## config.mk

```make
export PLATFORM = sky130hd
export DESIGN_NAME = conv_axi_rd_master
export DESIGN_NICKNAME = d
export VERILOG_FILES = /design/src/rtl/conv_axi_rd_master.sv
export SDC_FILE = /design/constraint.sdc
export NUM_CORES = 1
export LEC_CHECK = 0
export CAP_MARGIN = 20
export CORE_AREA = 2 2 513 515
export CTS_CLUSTER_SIZE = 16
export DETAILED_ROUTE_END_ITERATION = 7
export DIE_AREA = 0 0 515 517
export PLACE_DENSITY = 0.3
export SLEW_MARGIN = 20
export SYNTH_ARGS = -nofsm -noshare
export SYNTH_HDL_FRONTEND = slang
export SYNTH_SLANG_ARGS = --single-unit
```

## constraint.sdc

```tcl
create_clock -name clk -period 13.5 [get_ports clk]
set_input_delay 1.35 -clock clk [delete_from_list [all_inputs] [get_ports clk]]
set_output_delay 1.35 -clock clk [all_outputs]
set_load 0.005 [all_outputs]
```

## src/rtl/conv_axi_rd_master.sv

```systemverilog
// conv_axi_rd_master
// AXI4 read master that feeds one conv engine input stream (IFM or WGT buffer).
// A one-cycle rmst_req starts a read of xfer_size bytes from addr_base+addr_offset,
// split into INCR bursts that never cross a 4 KB page. Returned beats are passed
// straight through to the AXI stream; rmst_done pulses once the final beat has been
// accepted downstream.
//
// Ports
//   clk, rst          clock, synchronous active-high reset
//   rmst_req          start pulse (ignored while busy)
//   addr_base/offset  region base + byte offset (sum is 64 B aligned)
//   xfer_size         bytes to read (multiple of 64)
//   rmst_done         one-cycle completion pulse
//   busy              transfer in progress
//   rresp_err         sticky error flag for the current transfer
//   m_axi_ar*         AXI read address channel
//   m_axi_r*          AXI read data channel
//   axis_t*           output stream (combinational pass-through of R)
module conv_axi_rd_master #(
    parameter int ADDR_WIDTH = 64,
    parameter int DATA_WIDTH = 512,
    parameter int BURST_LEN  = 64,
    parameter int MAX_OUT    = 4
) (
    input  logic                  clk,
    input  logic                  rst,
    input  logic                  rmst_req,
    input  logic [ADDR_WIDTH-1:0] addr_base,
    input  logic [ADDR_WIDTH-1:0] addr_offset,
    input  logic [ADDR_WIDTH-1:0] xfer_size,
    output logic                  rmst_done,
    output logic                  busy,
    output logic                  rresp_err,
    output logic                  m_axi_arvalid,
    input  logic                  m_axi_arready,
    output logic [ADDR_WIDTH-1:0] m_axi_araddr,
    output logic [7:0]            m_axi_arlen,
    input  logic                  m_axi_rvalid,
    output logic                  m_axi_rready,
    input  logic [DATA_WIDTH-1:0] m_axi_rdata,
    input  logic                  m_axi_rlast,
    input  logic [1:0]            m_axi_rresp,
    output logic                  axis_tvalid,
    input  logic                  axis_tready,
    output logic [DATA_WIDTH-1:0] axis_tdata
);

    localparam int CNT_W = ADDR_WIDTH - 6;          // beat counters (64 B per beat)
    localparam int OUT_W = $clog2(MAX_OUT) + 1;     // holds 0..MAX_OUT

    localparam logic [1:0] S_IDLE = 2'd0;
    localparam logic [1:0] S_LOAD = 2'd1;
    localparam logic [1:0] S_RUN  = 2'd2;
    localparam logic [1:0] S_DONE = 2'd3;

    logic [1:0]            state_q,     state_d;
    logic [ADDR_WIDTH-1:0] cur_addr_q,  cur_addr_d;
    logic [CNT_W-1:0]      ar_beats_q,  ar_beats_d;
    logic [CNT_W-1:0]      r_beats_q,   r_beats_d;
    logic [OUT_W-1:0]      out_q,       out_d;
    logic                  arvalid_q,   arvalid_d;
    logic [ADDR_WIDTH-1:0] araddr_q,    araddr_d;
    logic [7:0]            arlen_q,     arlen_d;
    logic [8:0]            len_q,       len_d;
    logic                  rresp_err_q, rresp_err_d;

    logic [6:0]       page_beats;
    logic [CNT_W-1:0] len_w;
    logic [8:0]       len_c;
    logic             ar_hs;
    logic             beat_acc;
    logic             rlast_acc;
    logic             unused_size_bits;

    // Low size bits are always zero for a legal request.
    assign unused_size_bits = ^xfer_size[5:0];

    // R channel is a zero-latency pass-through.
    assign m_axi_rready = axis_tready;
    assign axis_tvalid  = m_axi_rvalid;
    assign axis_tdata   = m_axi_rdata;

    assign m_axi_arvalid = arvalid_q;
    assign m_axi_araddr  = araddr_q;
    assign m_axi_arlen   = arlen_q;
    assign busy          = (state_q != S_IDLE);
    assign rmst_done     = (state_q == S_DONE);
    assign rresp_err     = rresp_err_q;

    assign ar_hs     = arvalid_q & m_axi_arready;
    assign beat_acc  = (state_q == S_RUN) & m_axi_rvalid & axis_tready;
    assign rlast_acc = beat_acc & m_axi_rlast;

    // Burst length: limited by BURST_LEN, remaining beats and distance to the
    // next 4 KB boundary (address is 64 B aligned so bits [11:6] give the beat slot).
    always_comb begin
        page_beats = 7'd64 - {1'b0, cur_addr_q[11:6]};
        len_w      = ar_beats_q;
        if (len_w > CNT_W'(BURST_LEN)) begin
            len_w = CNT_W'(BURST_LEN);
        end
        if (len_w > CNT_W'(page_beats)) begin
            len_w = CNT_W'(page_beats);
        end
        len_c = 9'(len_w);
    end

    always_comb begin
        state_d     = state_q;
        cur_addr_d  = cur_addr_q;
        ar_beats_d  = ar_beats_q;
        r_beats_d   = r_beats_q;
        out_d       = out_q;
        arvalid_d   = arvalid_q;
        araddr_d    = araddr_q;
        arlen_d     = arlen_q;
        len_d       = len_q;
        rresp_err_d = rresp_err_q;

        case (state_q)
            S_IDLE: begin
                if (rmst_req) begin
                    state_d     = S_LOAD;
                    cur_addr_d  = addr_base + addr_offset;
                    ar_beats_d  = xfer_size[ADDR_WIDTH-1:6];
                    r_beats_d   = xfer_size[ADDR_WIDTH-1:6];
                    out_d       = '0;
                    rresp_err_d = 1'b0;
                end
            end
            S_LOAD: begin
                state_d = (r_beats_q == '0) ? S_DONE : S_RUN;
            end
            S_RUN: begin
                // A new AR is raised only from an idle AR channel, so address and
                // length stay frozen while the slave stalls, and back-to-back
                // requests are separated by at least one cycle.
                if (!arvalid_q && (ar_beats_q != '0) && (out_q < OUT_W'(MAX_OUT))) begin
                    arvalid_d = 1'b1;
                    araddr_d  = cur_addr_q;
                    arlen_d   = 8'(len_c - 9'd1);
                    len_d     = len_c;
                end
                if (ar_hs) begin
                    arvalid_d  = 1'b0;
                    cur_addr_d = cur_addr_q + (ADDR_WIDTH'(len_q) << 6);
                    ar_beats_d = ar_beats_q - CNT_W'(len_q);
                end
                // Simultaneous AR handshake and burst completion cancel out.
                case ({ar_hs, rlast_acc})
                    2'b10:   out_d = out_q + OUT_W'(1);
                    2'b01:   out_d = out_q - OUT_W'(1);
                    default: out_d = out_q;
                endcase
                if (beat_acc) begin
                    r_beats_d = r_beats_q - CNT_W'(1);
                    if (m_axi_rresp != 2'b00) begin
                        rresp_err_d = 1'b1;
                    end
                    if (r_beats_q == CNT_W'(1)) begin
                        state_d = S_DONE;
                    end
                end
            end
            default: begin
                state_d = S_IDLE;
            end
        endcase
    end

    always_ff @(posedge clk) begin
        if (rst) begin
            state_q     <= S_IDLE;
            cur_addr_q  <= '0;
            ar_beats_q  <= '0;
            r_beats_q   <= '0;
            out_q       <= '0;
            arvalid_q   <= 1'b0;
            araddr_q    <= '0;
            arlen_q     <= '0;
            len_q       <= '0;
            rresp_err_q <= 1'b0;
        end else begin
            state_q     <= state_d;
            cur_addr_q  <= cur_addr_d;
            ar_beats_q  <= ar_beats_d;
            r_beats_q   <= r_beats_d;
            out_q       <= out_d;
            arvalid_q   <= arvalid_d;
            araddr_q    <= araddr_d;
            arlen_q     <= arlen_d;
            len_q       <= len_d;
            rresp_err_q <= rresp_err_d;
        end
    end

    // A last beat with no burst outstanding means the slave misbehaved.
    always_ff @(posedge clk) begin
        if (!rst && rlast_acc) begin
            assert (out_q != '0);
        end
    end

endmodule

```

After elaboration in Yosys (flattened, before gate mapping)
Cells that the tools add are included.
Widths: inputs -> output; s select.

storage, ports and cells
  output and inout port bits = 590
  register bits after elaboration = 268
  bits of input ports = 713
  logic and storage cells = 78

operators by class
  equality and inequality tests = 12
  add/subtract/negate cells = 8
  reductions and logical operators = 17
  magnitude comparators = 3
  muxes and demuxes = 24
  bitwise logic cells = 4

operators by type and width
  cell                   number
  $mux 58                4
  $pmux 58 s2            2
  $mux 64                2
  $pmux 64 s2            1
  $add 64x15->64         1
  $add 64x64->64         1
  $eq 58x1->1 const B    1
  $gt 58x7->1            1
  $gt 58x7->1 const B    1
  $logic_not 58->1       1
  $reduce_bool 58->1     1
  $sub 58x1->58 const B  1
  $sub 58x9->58          1
  $pmux 3 s2             2
  $reduce_and 3->1       4
  $mux 9                 1
  $reduce_bool 2->1      4
  $sub 8x1->8 const B    1
  $sub 7x6->7 const A    1
  $eq 2x2->1 const B     3
  $mux 1                 6
  $mux 2                 3
  $ne 2x2->1 const B     3
  $pmux 2 s3             1
  14 further kinds       21

Depth between registers and ports, before layout
Gate-level depths: netlist of the first run.

  word-level depth = 7
  gate-level depth with buffers = 19
  mapped depth without buffers = 18

Least setup slack after synthesis of the first run
No wires, ideal clock.

  path type = register -> register
  start = register ar_beats_q[38]
  end = register arlen_q[4], in the netlist m_axi_arlen[4]
  library setup time = 70 ps
  buffers on the path = 1
  data required time = 13430 ps
  stages on the path, launching flop included = 19
  period minus slack after synthesis = 4700 ps
  data arrival time = 4629 ps
  setup slack = 8800 ps
  cells stage by stage = dfxtp_1 -> or4_1 -> or3_1 -> nand4b_1 -> a2111oi_1 -> and2_1 -> ha_1 -> nor2b_1 -> o21a_1 -> o21ai_0 -> a21oi_1 -> o31a_1 -> clkbuf_1 -> mux2i_1 -> ha_1 -> nand3_1 -> xnor2_1 -> nand2_1 -> a21oi_1

between the ends
  word-level cells in the longest chain between the ends = 5
  elaborated cells between the ends (all ways) = 9
  those cells by class = add/sub: 1; order compare: 2; mux: 2; reduce/logical: 4

ends and longest elaborated chain
  what                      RTL line  RTL
  start: declaration        58        logic [CNT_W-1:0] ar_beats_q, ar_beats_d;
  start signal: assignment  186       ar_beats_q <= ar_beats_d;
  $gt 58x7->1               99        if (len_w > CNT_W'(BURST_LEN)) begin
  $mux 58                   99
  $gt 58x7->1               102       if (len_w > CNT_W'(page_beats)) begin
  $mux 9                    102
  $sub 8x1->8               141       arlen_d = 8'(len_c - 9'd1);
  end signal: assignment    191       arlen_q <= arlen_d;
  end: declaration          63        logic [7:0] arlen_q, arlen_d;

Several ways; a longest one is shown, not always the timed one.
A chain may end at the register's enable or synchronous reset.

Final worst setup path of the first run
  start = input addr_base[10]
  end = register cur_addr_q[51]

between the ends
  word-level cells in the longest chain between the ends = 3

ends and longest elaborated chain
  what                    RTL line  RTL
  start: declaration      28        input logic [ADDR_WIDTH-1:0] addr_base,
  $add 64x64->64          124       cur_addr_d = addr_base + addr_offset;
  $mux 64                 122       if (rmst_req) begin
  $pmux 64 s2             120       case (state_q)
  end signal: assignment  185       cur_addr_q <= cur_addr_d;
  end: declaration        57        logic [ADDR_WIDTH-1:0] cur_addr_q, cur_addr_d;

No other way between the ends. The select of a mux whose other input is x is not followed.

==> results of run 1 <==
## worst max path at each step
| stage | startpoint | endpoint | slack (ns) | cells past startpoint |
|---|---|---|---|---|
| 6_report | addr_base[10] | cur_addr_q[51]$_SDFFE_PP0P_ | 8.05 | 12 |
| 4_1_cts | addr_base[10] | cur_addr_q[61]$_SDFFE_PP0P_ | 7.94 | 12 |
| 3_5_place_dp | addr_base[10] | cur_addr_q[61]$_SDFFE_PP0P_ | 7.34 | 12 |
| 5_1_grt | ar_beats_q[46]$_SDFFE_PP0P_ | m_axi_arlen[4]$_SDFFE_PP0P_ | 7.67 | 17 |
| 2_1_floorplan | ar_beats_q[38]$_SDFFE_PP0P_ | m_axi_arlen[4]$_SDFFE_PP0P_ | 8.80 | 18 |
| 3_3_place_gp | addr_base[10] | cur_addr_q[61]$_SDFFE_PP0P_ | 7.34 | 12 |
## flip-flops by register name, summed over array words and instances, names as in the netlist
signal and count:
out_q 3, state_q 2, m_axi_arvalid 1, r_beats_q 58
cur_addr_q 64, len_q 9, m_axi_araddr 64, m_axi_arlen 8
ar_beats_q 58, rresp_err 1
## cells by family after synthesis
kind of cell | count (synthesis)
AOI/OAI and AO/OA | 840
xor gates and xnor gates | 71
adders and majority gates | 101
buffers and inverters | 741
DFF | 268
muxes | 61
and+or+nand+nor | 982
## cells in the mapped netlist, types with 15 or more instances
library cell,n,share of area
sky130_fd_sc_hd__mux2i_1,42,0.019
sky130_fd_sc_hd__a221oi_1,15,0.0058
sky130_fd_sc_hd__buf_1,18,0.0030
sky130_fd_sc_hd__nor2b_1,17,0.0047
sky130_fd_sc_hd__a31oi_1,21,0.0058
sky130_fd_sc_hd__or4_1,22,0.0073
sky130_fd_sc_hd__o21a_1,16,0.0053
sky130_fd_sc_hd__dfxtp_1,268,0.24
sky130_fd_sc_hd__xnor2_1,39,0.015
sky130_fd_sc_hd__nand3_1,64,0.014
sky130_fd_sc_hd__a22oi_1,53,0.018
sky130_fd_sc_hd__o21bai_1,19,0.0063
sky130_fd_sc_hd__a211oi_1,55,0.018
sky130_fd_sc_hd__nor3_1,94,0.021
sky130_fd_sc_hd__a21oi_1,275,0.061
sky130_fd_sc_hd__o21ai_0,137,0.030
sky130_fd_sc_hd__mux2_2,19,0.0094
sky130_fd_sc_hd__ha_1,97,0.054
sky130_fd_sc_hd__clkbuf_1,149,0.025
sky130_fd_sc_hd__nand4_1,37,0.010
sky130_fd_sc_hd__nand2_1,376,0.062
sky130_fd_sc_hd__a21o_1,48,0.016
sky130_fd_sc_hd__nor2_1,225,0.037
sky130_fd_sc_hd__and3_1,15,0.0041
sky130_fd_sc_hd__o22ai_1,41,0.011
sky130_fd_sc_hd__or3_1,29,0.0080
sky130_fd_sc_hd__xor2_1,32,0.012
sky130_fd_sc_hd__nor4_1,27,0.0075
sky130_fd_sc_hd__inv_1,57,0.0094
sky130_fd_sc_hd__o31ai_1,15,0.0050
sky130_fd_sc_hd__buf_4,515,0.17
## per-layer routing
metal | share of wire | GRT usage | up-vias | wire [um]
li1 | - | - | 9759 | -
met1 | 0.41 | 0.107 | 9905 | 51900
met2 | 0.44 | 0.146 | 835 | 56600
met3 | 0.092 | 0.0327 | 404 | 11700
met4 | 0.058 | 0.0496 | 18 | 7390
met5 | 0.00090 | 0 | - | 115
## placed cells by master, fill, tap and decap left out, drive strengths merged, types with 9 or more instances in the layout
master / n
mux2i: 42
buf: 24
or2: 13
o31ai: 15
nor2b: 17
dfxtp: 268
nand2b: 14
o21a: 16
and3: 15
clkdlybuf4s50: 271
nor2: 225
a222oi: 9
nand4: 37
xor2: 32
a21o: 48
a21oi: 276
clkbuf: 51
o22ai: 41
a31oi: 21
a221oi: 15
a211oi: 55
xnor2: 39
or4: 26
nand3: 64
mux2: 19
and2: 14
nor4: 29
nand2: 376
o21bai: 19
nor3: 95
or3: 29
o221ai: 14
clkinv: 13
o21ai: 138
ha: 97
inv: 59
a22oi: 53
## layout make-up
class                      count  area, um^2  area share
antenna                        4        10.0    0.000375
clock buffer                  50        1050      0.0395
clock inverter                18         175     0.00656
inverter                      58         219     0.00820
multi-input combinational   2055       12700       0.475
sequential                   268        5370       0.201
tap                         3420        4280       0.160
timing repair buffer         296        2920       0.109
## worst max-delay path, cell delays in order
cell and delay (ns):
sky130_fd_sc_hd__clkdlybuf4s50_1 0.41, sky130_fd_sc_hd__ha_1 0.50, sky130_fd_sc_hd__and3_1 0.36, sky130_fd_sc_hd__a31oi_1 0.18, sky130_fd_sc_hd__o21ai_0 0.21, sky130_fd_sc_hd__or2_2 0.40, sky130_fd_sc_hd__a211oi_1 0.69, sky130_fd_sc_hd__o31ai_1 0.25
sky130_fd_sc_hd__a21oi_1 0.87, sky130_fd_sc_hd__nor3_1 0.18, sky130_fd_sc_hd__a22o_1 0.29, sky130_fd_sc_hd__a211oi_1 0.22
## power by group through the flow
stage / clock network, W / logic [W] / registers, W
floorplan: 0 / 0.00193 / 0.00128
global placement: 0 / 0.00277 / 0.00140
detailed placement: 0 / 0.00277 / 0.00141
CTS: 0.00109 / 0.00278 / 0.00139
global route: 0.00110 / 0.00304 / 0.00144
finish: 0.00103 / 0.00270 / 0.00139
## per-stage QoR
stage	total power (W)	std cells
3_5_place_dp	0.00418	6097
6_report	0.00513	6169
3_3_place_gp	0.00418	6097
5_1_grt	0.00559	6166
2_1_floorplan	0.00320	3064
4_1_cts	0.00526	6165
==> parameters.txt, run 1 <==
Parameter                              Value

Pwr
  Power density over the cells    192 nW/um^2
  Switching power    0.00251 W
  Leakage power summed over all cells    8.45 nW
  Share of power burned in registers    0.272
  Relative contribution of combinational cells to total power    0.527
  Internal power of the cells    0.00262 W
  Clock share of power    0.201
  Switching part of the total    0.489
  IR Drop Worst-Case VDD    0.0773 mV

Clock network
  TritonCTS clock tree    built
  Number of buffers created by CTS    37
  Clock input transition at the sequential cells of the worst setup and hold paths    0.06 ns
  Maximum level of the CTS H-tree    2
  Clk Latency, worst-skew pair    0.59 ns
  Hold Buf Count CTS    0
  Cell at the root of the clock tree    sky130_fd_sc_hd__clkbuf_16
  Clk sinks    268
  # Post-CTS Setup Buffers    0
  Longest Clk Path Bufs    3
  CTS-repair resized insts    0

Setup path
  Setup slack of the most critical reg-to-reg path    8.11 ns
  Type of the worst setup path    in -> reg
  WP data arrival    5.92 ns
  Required time reported for the critical path endpoint    13.97 ns
  Maximum net fanout on the critical path    6
  R2r startpoint    ar_beats_q[46]$_SDFFE_PP0P_
  Launching element type of the critical path    input port
  Path depth of the worst reg2reg path    17
  Endpoint of the most critical register-to-register path    m_axi_arlen[4]$_SDFFE_PP0P_
  Category of the worst setup path capture point    register

Min path
  Hold wc startpoint    m_axi_arlen[5]$_SDFFE_PP0P_
  Cell count of the worst hold path    2
  Path type of the worst min-delay path    reg -> reg
  Hold EP    m_axi_arlen[5]$_SDFFE_PP0P_

Yosys
  Sequential fraction of the synthesis area    0.237
  Compound-Gate Fraction of Synth Area    0.240
  Area share of xor/xnor cells in the synthesized design    0.0274
  Register bit total from synthesis    268
  Post-synthesis share of cell area spent on full adders, half adders and majority gates    0.0571
  Synth async-reset ratio    0
  Combinational family with the most area after synthesis    compound AO/OA/AOI/OAI gates
  Primary flip-flop cell chosen by synthesis mapping    sky130_fd_sc_hd__dfxtp_1
  Number of unique standard cell types used by synthesis    84
  Number of flops mapped to enable cells by yosys    0
  Avg Inst Size Synth    7.40 um^2
  Yosys Warn Count    0
  Mux contribution to synthesized area    0.0280
  Simple-Gate Fraction of Synth Area    0.202
  Post-synthesis instance area    22700 um^2
  Synth Instances    3064
  Syn_nets    3878

Timing
  Total Negative Setup Slacks    0 ns
  Hold violation count in the final report    0
  Portion of the clock cycle consumed by the worst path in the final layout    0.404
  Maximum frequency from static timing analysis    0.183 GHz
  Setup repair after global routing missed its margin    no
  Final setup violation count    0
  Worst rel slew slack    0.287
  Clock period minus worst slack    5.45 ns
  Final-layout worst hold slack    0.448 ns
  Pin slew with the least headroom to its limit    1.06 ns
  Worst setup skew after layout    0.0435 ns
  Slew Viols, Final    0
  PnR worst setup slack    8.05 ns

Placed design
  Count of input and output buffers    272
  Worst slack at placement    7.34 ns
  GPL Wtd Cong    0.781
  Post-Place Cell Area    25400 um^2
  Total half-perimeter wirelength after legalization and detailed placement    102000 um

GRT
  Via count of the first global-routing pass    20598
  First-pass GRT wire length    173000 um
  Number of antenna violations at the first check in global routing    32
  Largest net degree at the start of global routing    152
  Total grt overflow    0
  All-Layer GR Usage    0.0917

Floorplanning
  Horizontal extent of the die    515 um
  Vertical die dimension    517 um
  Floorplan die area    266000 um^2
  Core region area    261000 um^2
  Number of rows created at floorplan    188
  Initial Utilization    0.0868
  Number of ports placed on the die boundary    1303

Drt
  Total detailed-routing wirelength    128000 um
  Number of optimization iterations in the first detailed-route pass    7
  Via total after detailed routing    20921
  Violation count after the first detailed-route iteration    1330
  Routed via count divided by cell count    3.39
  Residual DRC    0
  Antenna Nets Post-Route    0
  Routed wire per std cell    20.7 um

Cells and area
  Area growth syn-to-layout    17.8%
  Share of layout cells above drive strength 1    0.0557
  Core occupancy in the finished layout    0.102
  Final net count    3530
  Final-layout fill cell count    30391
  Non-Filler Cell Area, Final    26700 um^2

Job
  Max-capacitance violation count    0

Outcome
  Status    finished, final reports clean
Note: power is estimated with default switching activity, not from simulation.
==> run 2: changes to the inputs <==
--- a/config.mk
+++ b/config.mk
@@ -6,10 +6,10 @@
 export NUM_CORES = 1
 export LEC_CHECK = 0
 export CAP_MARGIN = 20
-export CORE_AREA = 2 2 513 515
+export CORE_AREA = 2 2 514 516
 export CTS_CLUSTER_SIZE = 16
 export DETAILED_ROUTE_END_ITERATION = 7
-export DIE_AREA = 0 0 515 517
+export DIE_AREA = 0 0 516 518
 export PLACE_DENSITY = 0.3
 export SLEW_MARGIN = 20
 export SYNTH_ARGS = -nofsm -noshare
==> constraint.sdc (replaced) <==
create_clock -name clk -period 4.75 [get_ports clk]
set_input_delay 0.475 -clock clk [delete_from_list [all_inputs] [get_ports clk]]
set_output_delay 0.475 -clock clk [all_outputs]
set_load 0.005 [all_outputs]
==> run 2 against run 1 <==
  * First-iteration DRC count fell by 15%
  * Sequential cell count stayed put
  * Global-route usage rose by 0.39 points
  * Critical endpoint is now m_axi_arlen[6]$_SDFFE_PP0P_
  * Cell count rose by 3.0%
  * Via count is 1.2% higher
  * Worst setup slack got worse by 7.7 ns
  * Sequential power rose to 2.8 times the previous value
  * Register-to-register slack lost 7.8 ns
  * Non-clock buffer count grew 84
==> parameters.txt, run 2 (synthesized netlist as in run 1, its figures left out) <==
Parameter                              Value

Placed design
  GPL Wtd Cong    0.769 (was 0.781)
  Total half-perimeter wirelength after legalization and detailed placement    107000 um (was 102000 um)
  Worst slack at placement    0.201 ns (was 7.34 ns)
  Post-Place Cell Area    26200 um^2 (was 25400 um^2)
  Count of input and output buffers    272 (unchanged)
  Placed insts    6276 (was 6097)

Clock network
  # Post-CTS Setup Buffers    0 (unchanged)
  Maximum level of the CTS H-tree    2 (unchanged)
  Clk Latency, worst-skew pair    0.64 ns (was 0.59 ns)
  Cell at the root of the clock tree    sky130_fd_sc_hd__clkbuf_16 (unchanged)
  Clock input transition at the sequential cells of the worst setup and hold paths    0.06 ns (about the same)
  Number of buffers created by CTS    41 (was 37)
  TritonCTS clock tree    built (unchanged)
  Clk sinks    268 (unchanged)
  Longest Clk Path Bufs    3 (unchanged)

Min path
  Cell count of the worst hold path    2 (unchanged)
  Path type of the worst min-delay path    in -> reg (was reg -> reg)

Floorplanning
  Core region area    262000 um^2 (was 261000 um^2)
  Floorplan die area    267000 um^2 (was 266000 um^2)
  Initial Utilization    0.0866 (was 0.0868)
  Number of ports placed on the die boundary    1303 (unchanged)
  Vertical die dimension    518 um (was 517 um)
  Horizontal extent of the die    516 um (was 515 um)
  Number of rows created at floorplan    188 (unchanged)

GRT
  Largest net degree at the start of global routing    120 (was 152)
  Busiest metal layer after global routing    met2 (unchanged)
  Number of antenna violations at the first check in global routing    29 (was 32)
  Total grt overflow    0 (unchanged)
  First-pass GRT wire length    181000 um (was 173000 um)
  Via count of the first global-routing pass    21214 (was 20598)
  Met3 routing resource usage after global routing    0.0334 (was 0.0327)
  All-Layer GR Usage    0.0956 (was 0.0917)
  M2 GR Usage    0.153 (was 0.146)
  Met1 Resource Use GR    0.110 (was 0.107)

Cells and area
  Most used cells in the layout excluding fill and tap cells    sky130_fd_sc_hd__nand2_1, sky130_fd_sc_hd__a21oi_1, sky130_fd_sc_hd__clkdlybuf4s50_1, sky130_fd_sc_hd__dfxtp_1, sky130_fd_sc_hd__nor2_1 (unchanged)
  Area occupied by multi-input gates    12700 um^2 (about the same)
  Final standard cell count with taps included and fillers excluded    6355 (was 6169)
  Final-layout fill cell count    30608 (was 30391)
  Share of layout cells above drive strength 1    0.0846 (was 0.0557)
  Most common library cell in the layout ignoring fill and taps    sky130_fd_sc_hd__nand2_1 (unchanged)
  Sequential standard cell area    5370 um^2 (unchanged)
  Final net count    3618 (was 3530)
  Non-Filler Cell Area, Final    27700 um^2 (was 26700 um^2)
  Area growth syn-to-layout    22.4% (was 17.8%)

Setup path
  Most Frequent Cell on Critical Path    sky130_fd_sc_hd__a21oi_1 (was sky130_fd_sc_hd__a211oi_1)
  Setup crit start    ar_beats_q[38]$_SDFFE_PP0P_ (was addr_base[10])
  R2r startpoint    ar_beats_q[38]$_SDFFE_PP0P_ (was ar_beats_q[46]$_SDFFE_PP0P_)
  Endpoint of the most critical register-to-register path    m_axi_arlen[6]$_SDFFE_PP0P_ (was m_axi_arlen[4]$_SDFFE_PP0P_)
  Path depth of the worst reg2reg path    19 (was 17)
  WP data arrival    4.89 ns (was 5.92 ns)
  Required time reported for the critical path endpoint    5.24 ns (was 13.97 ns)
  Buf/Inv on CP    2 (was 1)
  Maximum cell stage delay along the critical path    0.56 ns (was 0.87 ns)
  Count of cell instances traversed by the critical path    19 (was 12)
  Type of the worst setup path    reg -> reg (was in -> reg)
  Worst path cell trace    or4_1 > or3_1 > nand4b_1 > a2111oi_2 > buf_4 > and2_1 > ha_1 > nor2b_1 > o21a_1 > o21ai_0 > a21oi_1 > o31a_1 > nor2_1 > a21oi_1 > ha_1 > buf_4 > a31o_2 > nand3_1 > a21oi_1 (was clkdlybuf4s50_1 > ha_1 > and3_1 > a31oi_1 > o21ai_0 > or2_2 > a211oi_1 > o31ai_1 > a21oi_1 > nor3_1 > a22o_1 > a211oi_1)
  Destination of the critical timing path    m_axi_arlen[6]$_SDFFE_PP0P_ (was cur_addr_q[51]$_SDFFE_PP0P_)
  Kind of cell with the highest combined delay on the critical path    simple AND/OR/NAND/NOR gates (was compound AO/OA/AOI/OAI gates)
  Launching element type of the critical path    register (was input port)
  Maximum net fanout on the critical path    6 (unchanged)
  Worst-path cell with the longest stage delay    sky130_fd_sc_hd__or4_1 (was sky130_fd_sc_hd__a21oi_1)
  Category of the worst setup path capture point    register (unchanged)
  Setup slack of the most critical reg-to-reg path    0.35 ns (was 8.11 ns)

Timing
  Maximum frequency from static timing analysis    0.227 GHz
  Total Negative Setup Slacks    0 ns (unchanged)
  Final setup violation count    0 (unchanged)
  Slew Viols, Final    0 (unchanged)
  Portion of the clock cycle consumed by the worst path in the final layout    0.926
  Clock period minus worst slack    4.40 ns
  Worst setup skew after layout    0.0541 ns (was 0.0435 ns)
  Pin slew with the least headroom to its limit    1.02 ns (was 1.06 ns)
  PnR worst setup slack    0.350 ns (was 8.05 ns)
  Setup repair after global routing missed its margin    no (unchanged)
  Worst rel slew slack    0.314 (was 0.287)
  Hold violation count in the final report    0 (unchanged)

Job
  Max-capacitance violation count    0 (unchanged)

Drt
  Routed via count divided by cell count    3.33 (was 3.39)
  Total detailed-routing wirelength    133000 um (was 128000 um)
  Via total after detailed routing    21173 (was 20921)
  Residual DRC    0 (unchanged)
  Number of optimization iterations in the first detailed-route pass    5 (was 7)
  Routed wire per std cell    21.0 um (was 20.7 um)
  Violation count after the first detailed-route iteration    1125 (was 1330)
  Antenna Nets Post-Route    0 (unchanged)

Outcome
  Status    finished, final reports clean (unchanged)

Pwr
  Power density over the cells    570 nW/um^2 (was 192 nW/um^2)
  Leakage power summed over all cells    8.98 nW (was 8.45 nW)
  IR Drop Worst-Case VDD    0.295 mV (was 0.0773 mV)
  PnR Total Power    0.0158 W (was 0.00513 W)
run 2: cell count changes in the layout (fill, tap and decap cells not counted), sizes merged:
cell / before / now
buf: 24 / 108
bufinv: 2 / 6
clkbuf: 51 / 58
clkinv: 13 / 4
clkinvlp: 2 / 4
inv: 59 / 62
run 2: routing by layer:
layer  part of all wire  routed length, um
met1               0.40              53800
met2               0.45              59700
met3              0.087              11500
met4              0.061               8070
met5            0.00055                 73
run 2: worst min-delay path by stage:
| stage | startpoint | end |
|---|---|---|
| floorplan | cur_addr_q[3]$_SDFFE_PP0P_ | m_axi_araddr[3]$_SDFFE_PP0P_ |
| global placement | cur_addr_q[0]$_SDFFE_PP0P_ | m_axi_araddr[0]$_SDFFE_PP0P_ |
| detailed placement | m_axi_araddr[6]$_SDFFE_PP0P_ | m_axi_araddr[6]$_SDFFE_PP0P_ |
| CTS | rst | r_beats_q[42]$_SDFFE_PP0P_ |
| global route | rst | r_beats_q[45]$_SDFFE_PP0P_ |
| finish | rst | r_beats_q[42]$_SDFFE_PP0P_ |
run 2: layout make-up:
| type | instances | area share |
|---|---|---|
| Antenna cell | 4 | 0.000361 |
| Clock buffer | 57 | 0.0431 |
| Clock inverter | 18 | 0.0113 |
| Inverter | 58 | 0.00785 |
| Multi-Input combinational cell | 2055 | 0.456 |
| Sequential cell | 268 | 0.193 |
| Tap cell | 3515 | 0.159 |
| Timing Repair Buffer | 380 | 0.129 |
run 2: repair_timing:
action / in CTS / in global routing
hold buffers: 0 / 0
endpoints found under the setup margin: 0 / 5
gates resized for setup: 0 / 1
run 2: stage by stage:
step	hold slack, ns	util
2_1_floorplan	0.431	-
3_3_place_gp	0.446	0.100
3_5_place_dp	0.449	0.100
4_1_cts	0.130	0.106
5_1_grt	0.178	0.106
6_report	0.190	0.106
run 2: report_power, final:
part	internal, W	leakage, nW	switching [W]
Sequential	0.00299	2.19	0.000935
Clock	0.00211	0.725	0.00140
Combinational	0.00324	6.06	0.00512
